`src/rtl/instr_encoder_pkg.sv`:
```
// Shared RV32I types for the instruction encoder: operation IDs, major opcodes,
// instruction formats and an immediate range helper.
package instr_encoder_pkg;

    typedef enum logic [5:0] {
        PID_LUI, PID_AUIPC, PID_JAL, PID_JALR,
        PID_BEQ, PID_BNE, PID_BLT, PID_BGE, PID_BLTU, PID_BGEU,
        PID_LB, PID_LH, PID_LW, PID_LBU, PID_LHU,
        PID_SB, PID_SH, PID_SW,
        PID_ADDI, PID_SLTI, PID_SLTIU, PID_XORI, PID_ORI, PID_ANDI,
        PID_SLLI, PID_SRLI, PID_SRAI,
        PID_ADD, PID_SUB, PID_SLL, PID_SLT, PID_SLTU,
        PID_XOR, PID_SRL, PID_SRA, PID_OR, PID_AND,
        PID_ECALL, PID_EBREAK,
        PID_UNKNOWN
    } pid_t;

    typedef enum logic [2:0] {R, I, S, B, U, J, SYS} instr_format_t;

    localparam logic [6:0] OPC_LOAD   = 7'b0000011;
    localparam logic [6:0] OPC_STORE  = 7'b0100011;
    localparam logic [6:0] OPC_BRANCH = 7'b1100011;
    localparam logic [6:0] OPC_JALR   = 7'b1100111;
    localparam logic [6:0] OPC_JAL    = 7'b1101111;
    localparam logic [6:0] OPC_OPIMM  = 7'b0010011;
    localparam logic [6:0] OPC_OP     = 7'b0110011;
    localparam logic [6:0] OPC_LUI    = 7'b0110111;
    localparam logic [6:0] OPC_AUIPC  = 7'b0010111;
    localparam logic [6:0] OPC_SYSTEM = 7'b1110011;

    // True when value is the sign extension of its low 'width' bits.
    function automatic logic fits_signed(input logic [31:0] value, input int unsigned width);
        logic [31:0] upper_mask;
        upper_mask = 32'hFFFF_FFFF << (width - 1);
        return ((value & upper_mask) == 32'h0) || ((value & upper_mask) == upper_mask);
    endfunction

endpackage

```
`src/rtl/instr_encoder_encode_fields.sv`:
```
// Combinational RV32I field packer: maps an operation and its decoded fields to
// the canonical instruction word, flagging field sets no encoding can represent.
module encode_fields
    import instr_encoder_pkg::*;
(
    input  pid_t        pid,
    input  logic [4:0]  rd,
    input  logic [4:0]  rs1,
    input  logic [4:0]  rs2,
    input  logic [31:0] imm,
    output logic [31:0] instr,
    output logic        illegal
);

    instr_format_t fmt;
    logic [6:0]    opcode;
    logic [2:0]    funct3;
    logic          alt;
    logic          shift;
    logic          known;

    always_comb begin
        fmt    = SYS;
        opcode = OPC_SYSTEM;
        funct3 = 3'd0;
        alt    = 1'b0;
        shift  = 1'b0;
        known  = 1'b1;
        case (pid)
            PID_LUI:    begin fmt = U; opcode = OPC_LUI;   end
            PID_AUIPC:  begin fmt = U; opcode = OPC_AUIPC; end
            PID_JAL:    begin fmt = J; opcode = OPC_JAL;   end
            PID_JALR:   begin fmt = I; opcode = OPC_JALR;  end
            PID_BEQ:    begin fmt = B; opcode = OPC_BRANCH; funct3 = 3'd0; end
            PID_BNE:    begin fmt = B; opcode = OPC_BRANCH; funct3 = 3'd1; end
            PID_BLT:    begin fmt = B; opcode = OPC_BRANCH; funct3 = 3'd4; end
            PID_BGE:    begin fmt = B; opcode = OPC_BRANCH; funct3 = 3'd5; end
            PID_BLTU:   begin fmt = B; opcode = OPC_BRANCH; funct3 = 3'd6; end
            PID_BGEU:   begin fmt = B; opcode = OPC_BRANCH; funct3 = 3'd7; end
            PID_LB:     begin fmt = I; opcode = OPC_LOAD;   funct3 = 3'd0; end
            PID_LH:     begin fmt = I; opcode = OPC_LOAD;   funct3 = 3'd1; end
            PID_LW:     begin fmt = I; opcode = OPC_LOAD;   funct3 = 3'd2; end
            PID_LBU:    begin fmt = I; opcode = OPC_LOAD;   funct3 = 3'd4; end
            PID_LHU:    begin fmt = I; opcode = OPC_LOAD;   funct3 = 3'd5; end
            PID_SB:     begin fmt = S; opcode = OPC_STORE;  funct3 = 3'd0; end
            PID_SH:     begin fmt = S; opcode = OPC_STORE;  funct3 = 3'd1; end
            PID_SW:     begin fmt = S; opcode = OPC_STORE;  funct3 = 3'd2; end
            PID_ADDI:   begin fmt = I; opcode = OPC_OPIMM;  funct3 = 3'd0; end
            PID_SLTI:   begin fmt = I; opcode = OPC_OPIMM;  funct3 = 3'd2; end
            PID_SLTIU:  begin fmt = I; opcode = OPC_OPIMM;  funct3 = 3'd3; end
            PID_XORI:   begin fmt = I; opcode = OPC_OPIMM;  funct3 = 3'd4; end
            PID_ORI:    begin fmt = I; opcode = OPC_OPIMM;  funct3 = 3'd6; end
            PID_ANDI:   begin fmt = I; opcode = OPC_OPIMM;  funct3 = 3'd7; end
            PID_SLLI:   begin fmt = I; opcode = OPC_OPIMM;  funct3 = 3'd1; shift = 1'b1; end
            PID_SRLI:   begin fmt = I; opcode = OPC_OPIMM;  funct3 = 3'd5; shift = 1'b1; end
            PID_SRAI:   begin fmt = I; opcode = OPC_OPIMM;  funct3 = 3'd5; shift = 1'b1; alt = 1'b1; end
            PID_ADD:    begin fmt = R; opcode = OPC_OP;     funct3 = 3'd0; end
            PID_SUB:    begin fmt = R; opcode = OPC_OP;     funct3 = 3'd0; alt = 1'b1; end
            PID_SLL:    begin fmt = R; opcode = OPC_OP;     funct3 = 3'd1; end
            PID_SLT:    begin fmt = R; opcode = OPC_OP;     funct3 = 3'd2; end
            PID_SLTU:   begin fmt = R; opcode = OPC_OP;     funct3 = 3'd3; end
            PID_XOR:    begin fmt = R; opcode = OPC_OP;     funct3 = 3'd4; end
            PID_SRL:    begin fmt = R; opcode = OPC_OP;     funct3 = 3'd5; end
            PID_SRA:    begin fmt = R; opcode = OPC_OP;     funct3 = 3'd5; alt = 1'b1; end
            PID_OR:     begin fmt = R; opcode = OPC_OP;     funct3 = 3'd6; end
            PID_AND:    begin fmt = R; opcode = OPC_OP;     funct3 = 3'd7; end
            PID_ECALL:  begin fmt = SYS; end
            PID_EBREAK: begin fmt = SYS; alt = 1'b1; end
            default:    known = 1'b0;
        endcase
    end

    // Shift immediates carry only a 5-bit shamt, with bit 30 selecting arithmetic.
    always_comb begin
        instr   = 32'h0;
        illegal = 1'b0;
        if (!known) begin
            illegal = 1'b1;
        end else begin
            case (fmt)
                R: instr = {1'b0, alt, 5'b0, rs2, rs1, funct3, rd, opcode};
                I: begin
                    if (shift) begin
                        illegal = |imm[31:5];
                        instr   = {1'b0, alt, 5'b0, imm[4:0], rs1, funct3, rd, opcode};
                    end else begin
                        illegal = !fits_signed(imm, 12);
                        instr   = {imm[11:0], rs1, funct3, rd, opcode};
                    end
                end
                S: begin
                    illegal = !fits_signed(imm, 12);
                    instr   = {imm[11:5], rs2, rs1, funct3, imm[4:0], opcode};
                end
                B: begin
                    illegal = !fits_signed(imm, 13) || imm[0];
                    instr   = {imm[12], imm[10:5], rs2, rs1, funct3, imm[4:1], imm[11], opcode};
                end
                U: begin
                    illegal = |imm[11:0];
                    instr   = {imm[31:12], rd, opcode};
                end
                J: begin
                    illegal = !fits_signed(imm, 21) || imm[0];
                    instr   = {imm[20], imm[10:1], imm[11], imm[19:12], rd, opcode};
                end
                SYS:     instr = {11'b0, alt, 13'b0, opcode};
                default: illegal = 1'b1;
            endcase
        end
    end

endmodule

```
`src/rtl/instr_encoder.sv`:
```
// Streaming RV32I encoder: valid/ready field sets in, encoded words with their
// instruction-memory addresses out, plus sticky error tracking for illegal sets.
module instr_encoder
    import instr_encoder_pkg::*;
#(
    parameter logic [31:0] BASE_ADDR  = 32'h0000_0000,
    parameter int          ADDR_WIDTH = 32
) (
    input  logic                  clk,
    input  logic                  reset_n,
    input  logic                  in_valid,
    output logic                  in_ready,
    input  pid_t                  pid,
    input  logic [4:0]            rd,
    input  logic [4:0]            rs1,
    input  logic [4:0]            rs2,
    input  logic [31:0]           imm,
    input  logic                  restart,
    output logic                  out_valid,
    input  logic                  out_ready,
    output logic [31:0]           out_instr,
    output logic [ADDR_WIDTH-1:0] out_addr,
    output logic                  error,
    output logic [7:0]            err_count
);

    localparam logic [ADDR_WIDTH-1:0] BASE_ADDR_W = ADDR_WIDTH'(BASE_ADDR);
    localparam logic [ADDR_WIDTH-1:0] ADDR_STEP   = ADDR_WIDTH'(4);

    logic [31:0] enc_instr;
    logic        enc_illegal;
    logic        in_fire;
    logic        out_fire;

    encode_fields u_encode_fields (
        .pid     (pid),
        .rd      (rd),
        .rs1     (rs1),
        .rs2     (rs2),
        .imm     (imm),
        .instr   (enc_instr),
        .illegal (enc_illegal)
    );

    assign in_ready = !restart && (!out_valid || out_ready);
    assign in_fire  = in_valid && in_ready;
    assign out_fire = out_valid && out_ready && !restart;

    // out_addr always names the next word to be emitted, so a word loaded on the
    // same edge as a handshake picks up the advanced address.
    always_ff @(posedge clk or negedge reset_n) begin
        if (!reset_n) begin
            out_valid <= 1'b0;
            out_instr <= 32'h0;
            out_addr  <= BASE_ADDR_W;
            error     <= 1'b0;
            err_count <= 8'h0;
        end else if (restart) begin
            out_valid <= 1'b0;
            out_addr  <= BASE_ADDR_W;
            error     <= 1'b0;
            err_count <= 8'h0;
        end else begin
            if (out_fire) begin
                out_valid <= 1'b0;
                out_addr  <= out_addr + ADDR_STEP;
            end
            if (in_fire) begin
                if (enc_illegal) begin
                    error <= 1'b1;
                    if (err_count != 8'hFF) begin
                        err_count <= err_count + 8'h1;
                    end
                end else begin
                    out_valid <= 1'b1;
                    out_instr <= enc_instr;
                end
            end
        end
    end

endmodule

```
`config.mk`:
```
export PLATFORM = sky130hd
export DESIGN_NAME = instr_encoder
export DESIGN_NICKNAME = d
export VERILOG_FILES = /design/src/rtl/instr_encoder_pkg.sv /design/src/rtl/instr_encoder_encode_fields.sv /design/src/rtl/instr_encoder.sv
export SDC_FILE = /design/constraint.sdc
export NUM_CORES = 1
export LEC_CHECK = 0
export BUFFER_PORTS_ARGS = -buffer_cell sky130_fd_sc_hd__buf_2
export CAP_MARGIN = 20
export CORE_UTILIZATION = 47
export DETAILED_ROUTE_END_ITERATION = 8
export GPL_TIMING_DRIVEN = 0
export PLACE_DENSITY_LB_ADDON = 0.15
export SKIP_CTS_REPAIR_TIMING = 1
export SYNTH_ARGS = -nofsm -noshare
export SYNTH_HDL_FRONTEND = slang
export SYNTH_SLANG_ARGS = --single-unit
```
`constraint.sdc`:
```
create_clock -name clk -period 2.4 [get_ports clk]
set_clock_uncertainty 0.15 [all_clocks]
set_input_delay 0.24 -clock clk [delete_from_list [all_inputs] [get_ports clk]]
set_output_delay 0.24 -clock clk [all_outputs]
set_load 0.01 [all_outputs]
```
==> results of run 1 <==
sequential cells by signal, summed over array words and instances, names as in the netlist:
| signal | cells |
|---|---|
| err_count | 8 |
| out_valid | 1 |
| out_addr | 30 |
| error | 1 |
| out_instr | 31 |
synthesized netlist by cell type (4+ instances only):
library cell	instances	area, um^2
a211oi_1	6	45.0
a21oi_1	25	125
a222oi_1	6	60.1
a22o_1	14	123
a22oi_1	4	30.0
and2_1	8	50.1
and3_1	7	43.8
buf_2	7	35.0
buf_4	4	30.0
clkbuf_1	19	71.3
dfrtp_1	71	1780
inv_1	6	22.5
mux2_1	17	191
mux2_2	7	78.8
nand2_1	39	146
nand2b_1	5	31.3
nand3_1	17	85.1
nand4_1	10	62.6
nor2_1	44	165
nor2b_1	5	31.3
nor3_1	11	55.1
nor4_1	9	56.3
o211ai_1	5	37.5
o21ai_0	29	145
o311ai_0	5	43.8
o31ai_1	8	60.1
or3_1	11	68.8
or4_1	4	30.0
xnor2_1	5	43.8
xor2_1	19	166
worst paths after layout:
kind,start,endpoint,slack [ns],depth (start not counted)
setup / recovery,imm[26],out_instr[15],-0.12,9
hold / removal,restart,out_addr[27],0.02,2
setup reg to reg,out_addr[6],out_addr[31],0.11,6
hold reg to reg,out_instr[11],out_instr[11],0.36,1
max in group asynchronous,reset_n,out_valid,1.07,2
min in group asynchronous,reset_n,out_instr[8],0.40,2
through the flow:
stage	std cells	TNS (ns)	hold slack [ns]	util	power, mW
2_1_floorplan	485	-2.30	-0.206	-	1.82
6_report	757	-2.05	0.0201	0.678	3.15
4_1_cts	735	-9.34	-0.108	0.611	3.03
3_5_place_dp	719	-23.73	0.270	0.590	2.13
5_1_grt	757	-3.74	0.0164	0.678	3.31
3_3_place_gp	719	-23.14	0.312	0.590	2.12
cells by family after synthesis:
kind of cell / count (synthesis)
and+or+nand+nor: 190
AOI/OAI and AO/OA: 129
DFF: 71
buffers and inverters: 41
muxes: 25
xor gates and xnor gates: 24
adders and majority gates: 3
other: 1
power by group:
| group | switching (mW) | internal (mW) | total [mW] |
|---|---|---|---|
| sequential | 0.0689 | 1.32 | 1.39 |
| combinational | 0.442 | 0.417 | 0.859 |
| clock | 0.488 | 0.407 | 0.895 |
layer usage:
layer  share of wire  global-route usage  up-vias
li1                -                   -     2133
met1            0.45               0.407     2244
met2            0.44               0.391      240
met3           0.092              0.0589       23
met4           0.015              0.0804        0
met5               0                   0        -
worst register-to-register path, cell delays in order (launching register included):
cell and delay (ns):
dfrtp_1 0.43, nand3_1 0.18, or4b_4 0.59, nor3_4 0.19
nand3_4 0.15, or3_1 0.38, a21oi_1 0.14
cell type report:
type | instances | area, um^2 | area share
inverter | 7 | 26.3 | 0.00436
clock inverter | 6 | 43.8 | 0.00726
multi-input combinational | 373 | 2740 | 0.454
clock buffer | 10 | 138 | 0.0228
tap | 108 | 135 | 0.0224
buffer | 31 | 219 | 0.0363
timing repair buffer | 151 | 953 | 0.158
sequential | 71 | 1780 | 0.295
==> metrics.yaml, run 1 <==
sequential_cell_area_fraction_in_the_yosys_report: 0.405
post_synth.cell_area_avg_um2: 9.07
hold_path.class: "input port to register"
timing.setup.critical_path_class: "input port to register"
critical_path.max_stage_delay_ns: 0.58
vias_in_the_first_global_route: 4077
first_pass_grt_wire_length_um: 20800
grt_start_max_net_pins: 72
dominant_combinational_cell_family_by_area_after_synthesis: "simple AND/OR/NAND/NOR gates"
power_leakage_nw: 2.82
pwr_density_cell_nw_per_um2: 522
grt.total_usage: 0.271
hold_viol: 0
total_number_of_clock_tree_sinks: 71
worst_path_max_delay_cell: "or4_4"
vias: 4640
post_route_cells_drive_above_1_share: 0.371
die_height_um: 98.7
postSynth.topFlopCell: "dfrtp_1"
dpl_worst_slack_ns: -0.653
gr-total-overflow: 0
max_clock_freq_mhz: 397
cts_root_buf: "clkbuf_8"
final_net_count: 704
crit_path_max_fanout: 7
std_cell_rows: 34
insertedDiodeCount: 0
setup_violations: 23
timing.final.max_slew_violations: 0
top_level_ports: 133
worstPathBufferInverterCount: 2
crit_arrival_ns: 2.60
timing.final.crit_period_ns: 2.52
synth_cell_type_count: 69
run_status: "finished, violations left"
timing.critical_path.from_type: "input port"
hpwl_after_dpl_um: 9470
tritoncts: "yes"
postSynthCellCount: 484
number_of_antenna_violations_at_the_first_check_in_global_routing: 0
yosys.area_share.simple: 0.230
final.fill_count: 741
count_of_warnings_emitted_by_yosys: 0
full_die_area_um2: 9730
drt-vias-per-instance: 6.13
clk_latency_ns: 0.35
violations: "negative setup slack"
cts-buffers-inserted: 9
dominant_cell_type_by_count_on_the_critical_path: "nor4_4"
most_frequent_standard_cell_in_the_layout_excluding_fill_and_tap_cells: "buf_2"
postSynthRegisterBits: 71
synth-adder-area-share: 0.00798
totalWireLength_um: 13600
starting_utilization_of_the_core_area: 0.494
worst-endpoint-required_ns: 2.49
port_buffers: 126
clock_input_transition_at_the_sequential_cells_of_the_worst_setup_and_hold_paths_ns: 0.08
compound_gate_fraction_of_synth_area: 0.201
grt_setup_unrepaired: "true"
postPlaceCellArea_um2: 5250
timing.final.crit_share: 1.05
vdd.ir_drop.worst_v: 0.000289
final_cell_mix: "120 x buf_2, 70 x dfrtp_1, 43 x nor2_1, 38 x nand2_1, 29 x o21ai_0"
synth.cell_area_um2: 4390
slew_headroom: 0.410
number_of_max_cap_violations: 0
timing_worst_slew_pin_value_ns: 0.885
core_region_area_um2: 8890
h-tree-depth: 3
synthXorXnorAreaFrac: 0.0479
end_kind: "register"
critPathTopFamily: "simple AND/OR/NAND/NOR gates"
areaGrowthSynthToFinish_pct: 37.3
detail_route.drc_violations: 0
detail_route.wl_per_cell_um: 18.0
setup_slack_ns: -0.119
muxShareOfSynthArea: 0.0638
die_w_um: 98.7
clock_tree.buffer_depth: 2
ant_nets: 0
drt_iter0_markers: 295
post-route-cell-area_um2: 6030
asyncSetResetFlopFracSynth: 1.00
critical_path_cell_sequence: "buf_2, nor4_4, nand3_2, nor4_4, a211oi_2, or4_4, nor2_8, clkbuf_16, mux2_4"
drt_pass1_iterations: 5
count_of_flip_flops_with_a_built_in_enable_after_synthesis: 0
place_congestion: 0.966
No activity file was read; power rests on OpenSTA's default activity.
==> inputs of run 2 (changes only) <==
--- a/config.mk
+++ b/config.mk
@@ -12,3 +12,3 @@
 export GPL_TIMING_DRIVEN = 0
-export PLACE_DENSITY_LB_ADDON = 0.15
+export PLACE_DENSITY = 0.77
 export SKIP_CTS_REPAIR_TIMING = 1
==> constraint.sdc (replaced) <==
create_clock -name clk -period 2.4 [get_ports clk]
set_clock_uncertainty 0.15 [all_clocks]
set_input_delay 0.6 -clock clk [delete_from_list [all_inputs] [get_ports clk]]
set_output_delay 0.6 -clock clk [all_outputs]
set_load 0.01 [all_outputs]
==> run 2 against run 1 <==
  * The run still ends with negative setup slack left
  * Largest cell class unchanged
  * Register-to-register slack lost 0.06 ns
  * Highest routed layer unchanged
  * Non-clock buffer count grew 4
  * Global-route usage is 1.0 points higher
==> metrics.yaml, run 2 (synthesized netlist as in run 1, its figures left out) <==
max_clock_freq_mhz: 344
final_net_count: 710
critical_path_cell_sequence: "buf_2, buf_4, nor4b_1, a32o_2, nand2_1, o211ai_1, or4_4, nor2_4, buf_12, mux2_4"
grt_setup_unrepaired: "true"
timing.final.crit_period_ns: 2.91
end_kind: "register"
hold_viol: 0
starting_utilization_of_the_core_area: 0.494
areaGrowthSynthToFinish_pct: 40.9
grt_start_max_net_pins: 72
clock_input_transition_at_the_sequential_cells_of_the_worst_setup_and_hold_paths_ns: 0.09
vias_in_the_first_global_route: 4274
gr-total-overflow: 0
top_level_ports: 133
r2r_setup_slack_ns: 0.05
detail_route.drc_violations: 0
cts_root_buf: "clkbuf_8"
die_w_um: 98.7
seq_power_share: 0.411
run_status: "finished, violations left"
place_congestion: 0.955
number_of_max_cap_violations: 0
setup_slack_ns: -0.507
h-tree-depth: 3
critical_path.max_stage_delay_ns: 0.64
cts-buffers-inserted: 9
hpwl_after_dpl_um: 9910
p_int_mw: 2.34
detail_route.wl_per_cell_um: 19.9
worst-endpoint-required_ns: 2.49
final_cell_mix: "122 x buf_2, 70 x dfrtp_1, 41 x nor2_1, 39 x nand2_1, 25 x o21ai_0"
die_height_um: 98.7
core_region_area_um2: 8890
number_of_antenna_violations_at_the_first_check_in_global_routing: 0
timing.setup.critical_path_class: "input port to register"
std_cell_rows: 34
power_frac_comb: 0.266
timing.final.max_slew_violations: 0
crit_arrival_ns: 3.00
dpl_worst_slack_ns: -1.21
slew_headroom: 0.362
pwr-share-clk: 0.323
violations: "negative setup slack"
setup_violations: 40
post_route_cells_drive_above_1_share: 0.403
most_frequent_standard_cell_in_the_layout_excluding_fill_and_tap_cells: "buf_2"
drt-vias-per-instance: 6.31
netSwitchingFraction: 0.313
largest_reg_flops: 31
hold_path.class: "input port to async pin"
grt.total_usage: 0.281
vias: 4816
totalWireLength_um: 15200
regMostFlops: "out_instr"
pwr_density_cell_nw_per_um2: 551
ant_nets: 0
final_core_utilization: 0.696
final.fill_count: 660
r2r_end: "out_addr[25]"
timing.final.crit_share: 1.21
clk_latency_ns: 0.35
full_die_area_um2: 9730
power_leakage_nw: 2.85
timing_worst_slew_pin_value_ns: 0.957
vdd.ir_drop.worst_v: 0.000311
largestRegisters: "out_instr (31), out_addr (30), err_count (8)"
tritoncts: "yes"
reg2reg_depth: 7
worstReg2RegStart: "out_addr[6]"
power.net_switching_mw: 1.07
first_pass_grt_wire_length_um: 21600
timing.critical_path.from_type: "input port"
crit_path_max_fanout: 10
drt_iter0_markers: 448
clock_tree.buffer_depth: 2
total_number_of_clock_tree_sinks: 71
drt_pass1_iterations: 5
port_buffers: 126
worst_path_max_delay_cell: "or4_4"
insertedDiodeCount: 0
run 2: cell types whose count changed in the layout (fill, tap and decap cells not counted), moves of 3 or more:
cell / previous run / this run
a211oi_2: 1 / 4
nor3_1: 10 / 7
a211oi_1: 5 / 2
nor3_2: 0 / 3
buf_6: 13 / 16
o21ai_0: 29 / 25
nand3_2: 1 / 4
run 2: cell type report:
class                      instances  area, um^2  share of cell area
sequential                        71        1780               0.287
clock buffer                      10         128              0.0206
clock inverter                     6        92.6              0.0150
buffer                            33         243              0.0392
timing repair buffer             153         946               0.153
tap                              108         135              0.0218
multi-input combinational        375        2840               0.459
inverter                           7        26.3             0.00424
run 2: routing by layer:
| layer | global-route usage | share of wire | vias up |
|---|---|---|---|
| met2 | 0.447 | 0.47 | 282 |
| met5 | 0 | 0 | - |
| met3 | 0.0418 | 0.087 | 36 |
| li1 | - | - | 2149 |
| met4 | 0.0987 | 0.023 | 0 |
| met1 | 0.393 | 0.42 | 2349 |
run 2: critical path, delay by kind of cell:
kind | cells | cell delay (ns)
muxes | 1 | 0.31
AOI/OAI and AO/OA | 2 | 0.43
and+or+nand+nor | 4 | 1.16
buffers and inverters | 3 | 0.49
run 2: worst max-delay path by stage:
stage                     startpoint       endpoint  slack (ns)
after floorplan               pid[2]  out_instr[26]       -0.49
after global placement        pid[2]  out_instr[12]       -1.08
after detailed placement      pid[2]   err_count[2]       -1.21
after CTS                     pid[2]  out_instr[31]       -0.86
after global routing          pid[4]  out_instr[29]       -0.51
final                         pid[4]   out_instr[3]       -0.51
run 2: power groups by stage:
stage | sequential [mW] | combinational (mW) | clock, mW
2_1_floorplan | 1.47 | 0.348 | 0
3_3_place_gp | 1.41 | 0.718 | 0
3_5_place_dp | 1.41 | 0.733 | 0
4_1_cts | 1.39 | 0.736 | 1.10
5_1_grt | 1.41 | 0.962 | 1.16
6_report | 1.40 | 0.905 | 1.10
run 2: stage by stage:
step / power, mW / cells / hold WS, ns / TNS, ns / cell area (um^2)
floorplan: 1.82 / 485 / 0.154 / -14.67 / 4500
global placement: 2.13 / 719 / 0.314 / -41.23 / 5270
detailed placement: 2.15 / 719 / 0.328 / -43.17 / 5270
CTS: 3.23 / 735 / 0.267 / -26.83 / 5490
global route: 3.54 / 763 / 0.306 / -18.07 / 6190
finish: 3.41 / 763 / 0.228 / -16.81 / 6190
==> inputs of run 3 (changes only) <==
Settings changed: CORE_UTILIZATION 47 to 48, PLACE_DENSITY 0.77 to 0.78, SYNTH_HIERARCHICAL set to 1.
==> run 3 against run 2 <==
  * The flow still finishes with violations (negative setup slack)
  * Count of clock-buffer cells in the layout down 1
  * Register-to-register slack better by 0.29 ns
  * Clock power down 12%
  * Power down 3.7%
  * Synthesized cell count unchanged
  * Flip-flop and latch count up 1
  * Hold slack better by 0.13 ns
  * Global-route usage down 0.20 points
  * Combinational power down 2.5%
  * Area after synthesis up 5.1%
  * Maximum frequency up 3.6%
  * Die area up 2.8%
==> metrics.yaml, run 3 <==
grt.total_usage: 0.279
min_delay_path_depth: 1
final_cell_mix: "124 x buf_2, 72 x dfrtp_1, 31 x nor2_1, 31 x nand2_1, 25 x a21oi_1"
timing.setup.critical_path_class: "input port to register"
pwr_density_cell_nw_per_um2: 528
h-tree-depth: 3
synth.cell_area_um2: 4620
drt-vias-per-instance: 6.13
end_kind: "register"
final.fill_count: 763
synth-adder-area-share: 0.00542
slew_headroom: 0.571
totalWireLength_um: 14500
grt_setup_unrepaired: "true"
detail_route.wl_per_cell_um: 18.8
clk_latency_ns: 0.36
worstReg2RegStart: "out_valid"
number_of_max_cap_violations: 0
timing.final.crit_share: 1.17
timing.final.crit_period_ns: 2.81
total_number_of_clock_tree_sinks: 72
largest_reg_flops: 32
worst-endpoint-required_ns: 2.50
postPlaceCellArea_um2: 5480
clock_input_transition_at_the_sequential_cells_of_the_worst_setup_and_hold_paths_ns: 0.09
synthXorXnorAreaFrac: 0.0190
full_die_area_um2: 10000
clock_tree.buffer_depth: 2
first_pass_grt_wire_length_um: 21900
die_w_um: 100
power_leakage_nw: 2.85
yosysMostFrequentCell: "dfrtp_1"
setup_violations: 42
r2r_setup_slack_ns: 0.34
final_net_count: 699
multi_input_comb_area_um2: 2820
max_clock_freq_mhz: 356
hpwl_after_dpl_um: 10400
insertedDiodeCount: 0
place_congestion: 0.912
compound_gate_fraction_of_synth_area: 0.191
timing.hold.ws_ns: 0.362
timing.final.max_slew_violations: 0
hold_path.class: "register to register"
top_level_ports: 133
postSynthCellCount: 484
timing.hold.worst_endpoint: "out_instr[31]"
tritoncts: "yes"
violations: "negative setup slack"
synth_cell_type_count: 75
cts-buffers-inserted: 9
drt_pass1_iterations: 6
setup_slack_ns: -0.406
r2r_end: "out_addr[27]"
port_buffers: 124
crit_path_max_fanout: 10
count_of_warnings_emitted_by_yosys: 6
grt_start_max_net_pins: 53
asyncSetResetFlopFracSynth: 1.00
regMostFlops: "out_instr"
dominant_combinational_cell_family_by_area_after_synthesis: "simple AND/OR/NAND/NOR gates"
count_of_flip_flops_with_a_built_in_enable_after_synthesis: 0
vdd.ir_drop.worst_v: 0.000390
number_of_antenna_violations_at_the_first_check_in_global_routing: 0
postSynth.topFlopCell: "dfrtp_1"
crit_arrival_ns: 2.90
std_cell_rows: 35
min-delay-start: "out_instr[31]"
postSynthRegisterBits: 72
gr-total-overflow: 0
area.sequential_um2: 1800
dpl_worst_slack_ns: -1.15
die_height_um: 100
netlist.top_cell.by_area: "dfrtp_1"
vias_in_the_first_global_route: 4458
core_region_area_um2: 9280
detail_route.drc_violations: 0
vias: 4740
post-route-cell-area_um2: 6210
muxShareOfSynthArea: 0.0995
timing_worst_slew_pin_value_ns: 0.643
synth_top_cells_by_count: "72 x dfrtp_1, 36 x mux2_2, 35 x nor2_1"
reg2reg_depth: 6
starting_utilization_of_the_core_area: 0.497
synth.top_cell.area_share: 0.390
run_status: "finished, violations left"
largestRegisters: "out_instr (32), out_addr (30), err_count (8)"
timing.setup.tns_ns: -13.98
areaGrowthSynthToFinish_pct: 34.6
drt_iter0_markers: 500
hold_viol: 0
final_core_utilization: 0.669
yosys.area_share.simple: 0.244
sequential_cell_area_fraction_in_the_yosys_report: 0.390
cts_root_buf: "clkbuf_8"
yosys-top-cells-area: "dfrtp_1 39%, mux2_2 8.8%, a22o_1 3.6%"
post_route_cells_drive_above_1_share: 0.418
ant_nets: 0
most_frequent_standard_cell_in_the_layout_excluding_fill_and_tap_cells: "buf_2"
post_synth.cell_area_avg_um2: 9.54
timing.critical_path.from_type: "input port"
[run 3: cell types whose count changed after synthesis, sizes merged, moves of 11 or more]
| cell | before | now |
|---|---|---|
| buf | 15 | 27 |
| o21ai | 30 | 18 |
| clkbuf | 19 | 8 |
| mux2 | 24 | 39 |
| xor2 | 19 | 7 |
[run 3: worst max-delay path by stage]
| stage | from | end | depth (start not counted) |
|---|---|---|---|
| global route | imm[30] | out_instr[31] | 11 |
| detailed placement | pid[2] | out_instr[24] | 10 |
| floorplan | imm[25] | out_instr[0] | 8 |
| global placement | pid[2] | out_instr[23] | 10 |
| CTS | pid[2] | out_instr[24] | 10 |
| finish | imm[27] | out_instr[15] | 11 |
[run 3: critical path: stages]
cell and delay [ns]:
buf_2 0.11, nor4_1 0.30, nand3_1 0.21, o22ai_1 0.24, a311o_1 0.20, nand4b_1 0.12, buf_6 0.16, nor4b_4 0.25
buf_6 0.21, buf_12 0.15, mux2_2 0.33
[run 3: area by class of cell]
class	count	share of cell area
Tap cell	129	0.0260
Timing Repair Buffer	144	0.149
Sequential cell	72	0.290
Clock inverter	7	0.0103
Clock buffer	9	0.0199
Multi-Input combinational cell	371	0.454
Buffer	34	0.0467
Inverter	7	0.00423
[run 3: logic make-up after synthesis]
kind of cell | count (synthesis)
and+or+nand+nor | 192
AOI/OAI and AO/OA | 124
DFF | 72
buffers and inverters | 42
muxes | 41
xor gates and xnor gates | 10
adders and majority gates | 2
other | 1
[run 3: report_power, final]
| part | total, mW | internal, mW | leakage [nW] | switching (mW) |
|---|---|---|---|---|
| clock network | 0.967 | 0.399 | 0.0903 | 0.568 |
| registers | 1.43 | 1.35 | 0.970 | 0.0818 |
| logic | 0.882 | 0.451 | 1.79 | 0.431 |
[run 3: metrics by stage]
stage	std cells	total power, mW
5_1_grt	773	3.42
4_1_cts	755	3.14
3_5_place_dp	739	2.18
3_3_place_gp	738	2.16
2_1_floorplan	485	1.85
6_report	773	3.28
[run 3: routing by layer]
metal	share of wire	wire length, um	GRT usage	up-vias
met2	0.48	6990	0.475	268
met5	0	0	0	-
met4	0.022	314	0.0992	0
li1	-	-	-	2149
met3	0.082	1200	0.0606	38
met1	0.42	6040	0.352	2285
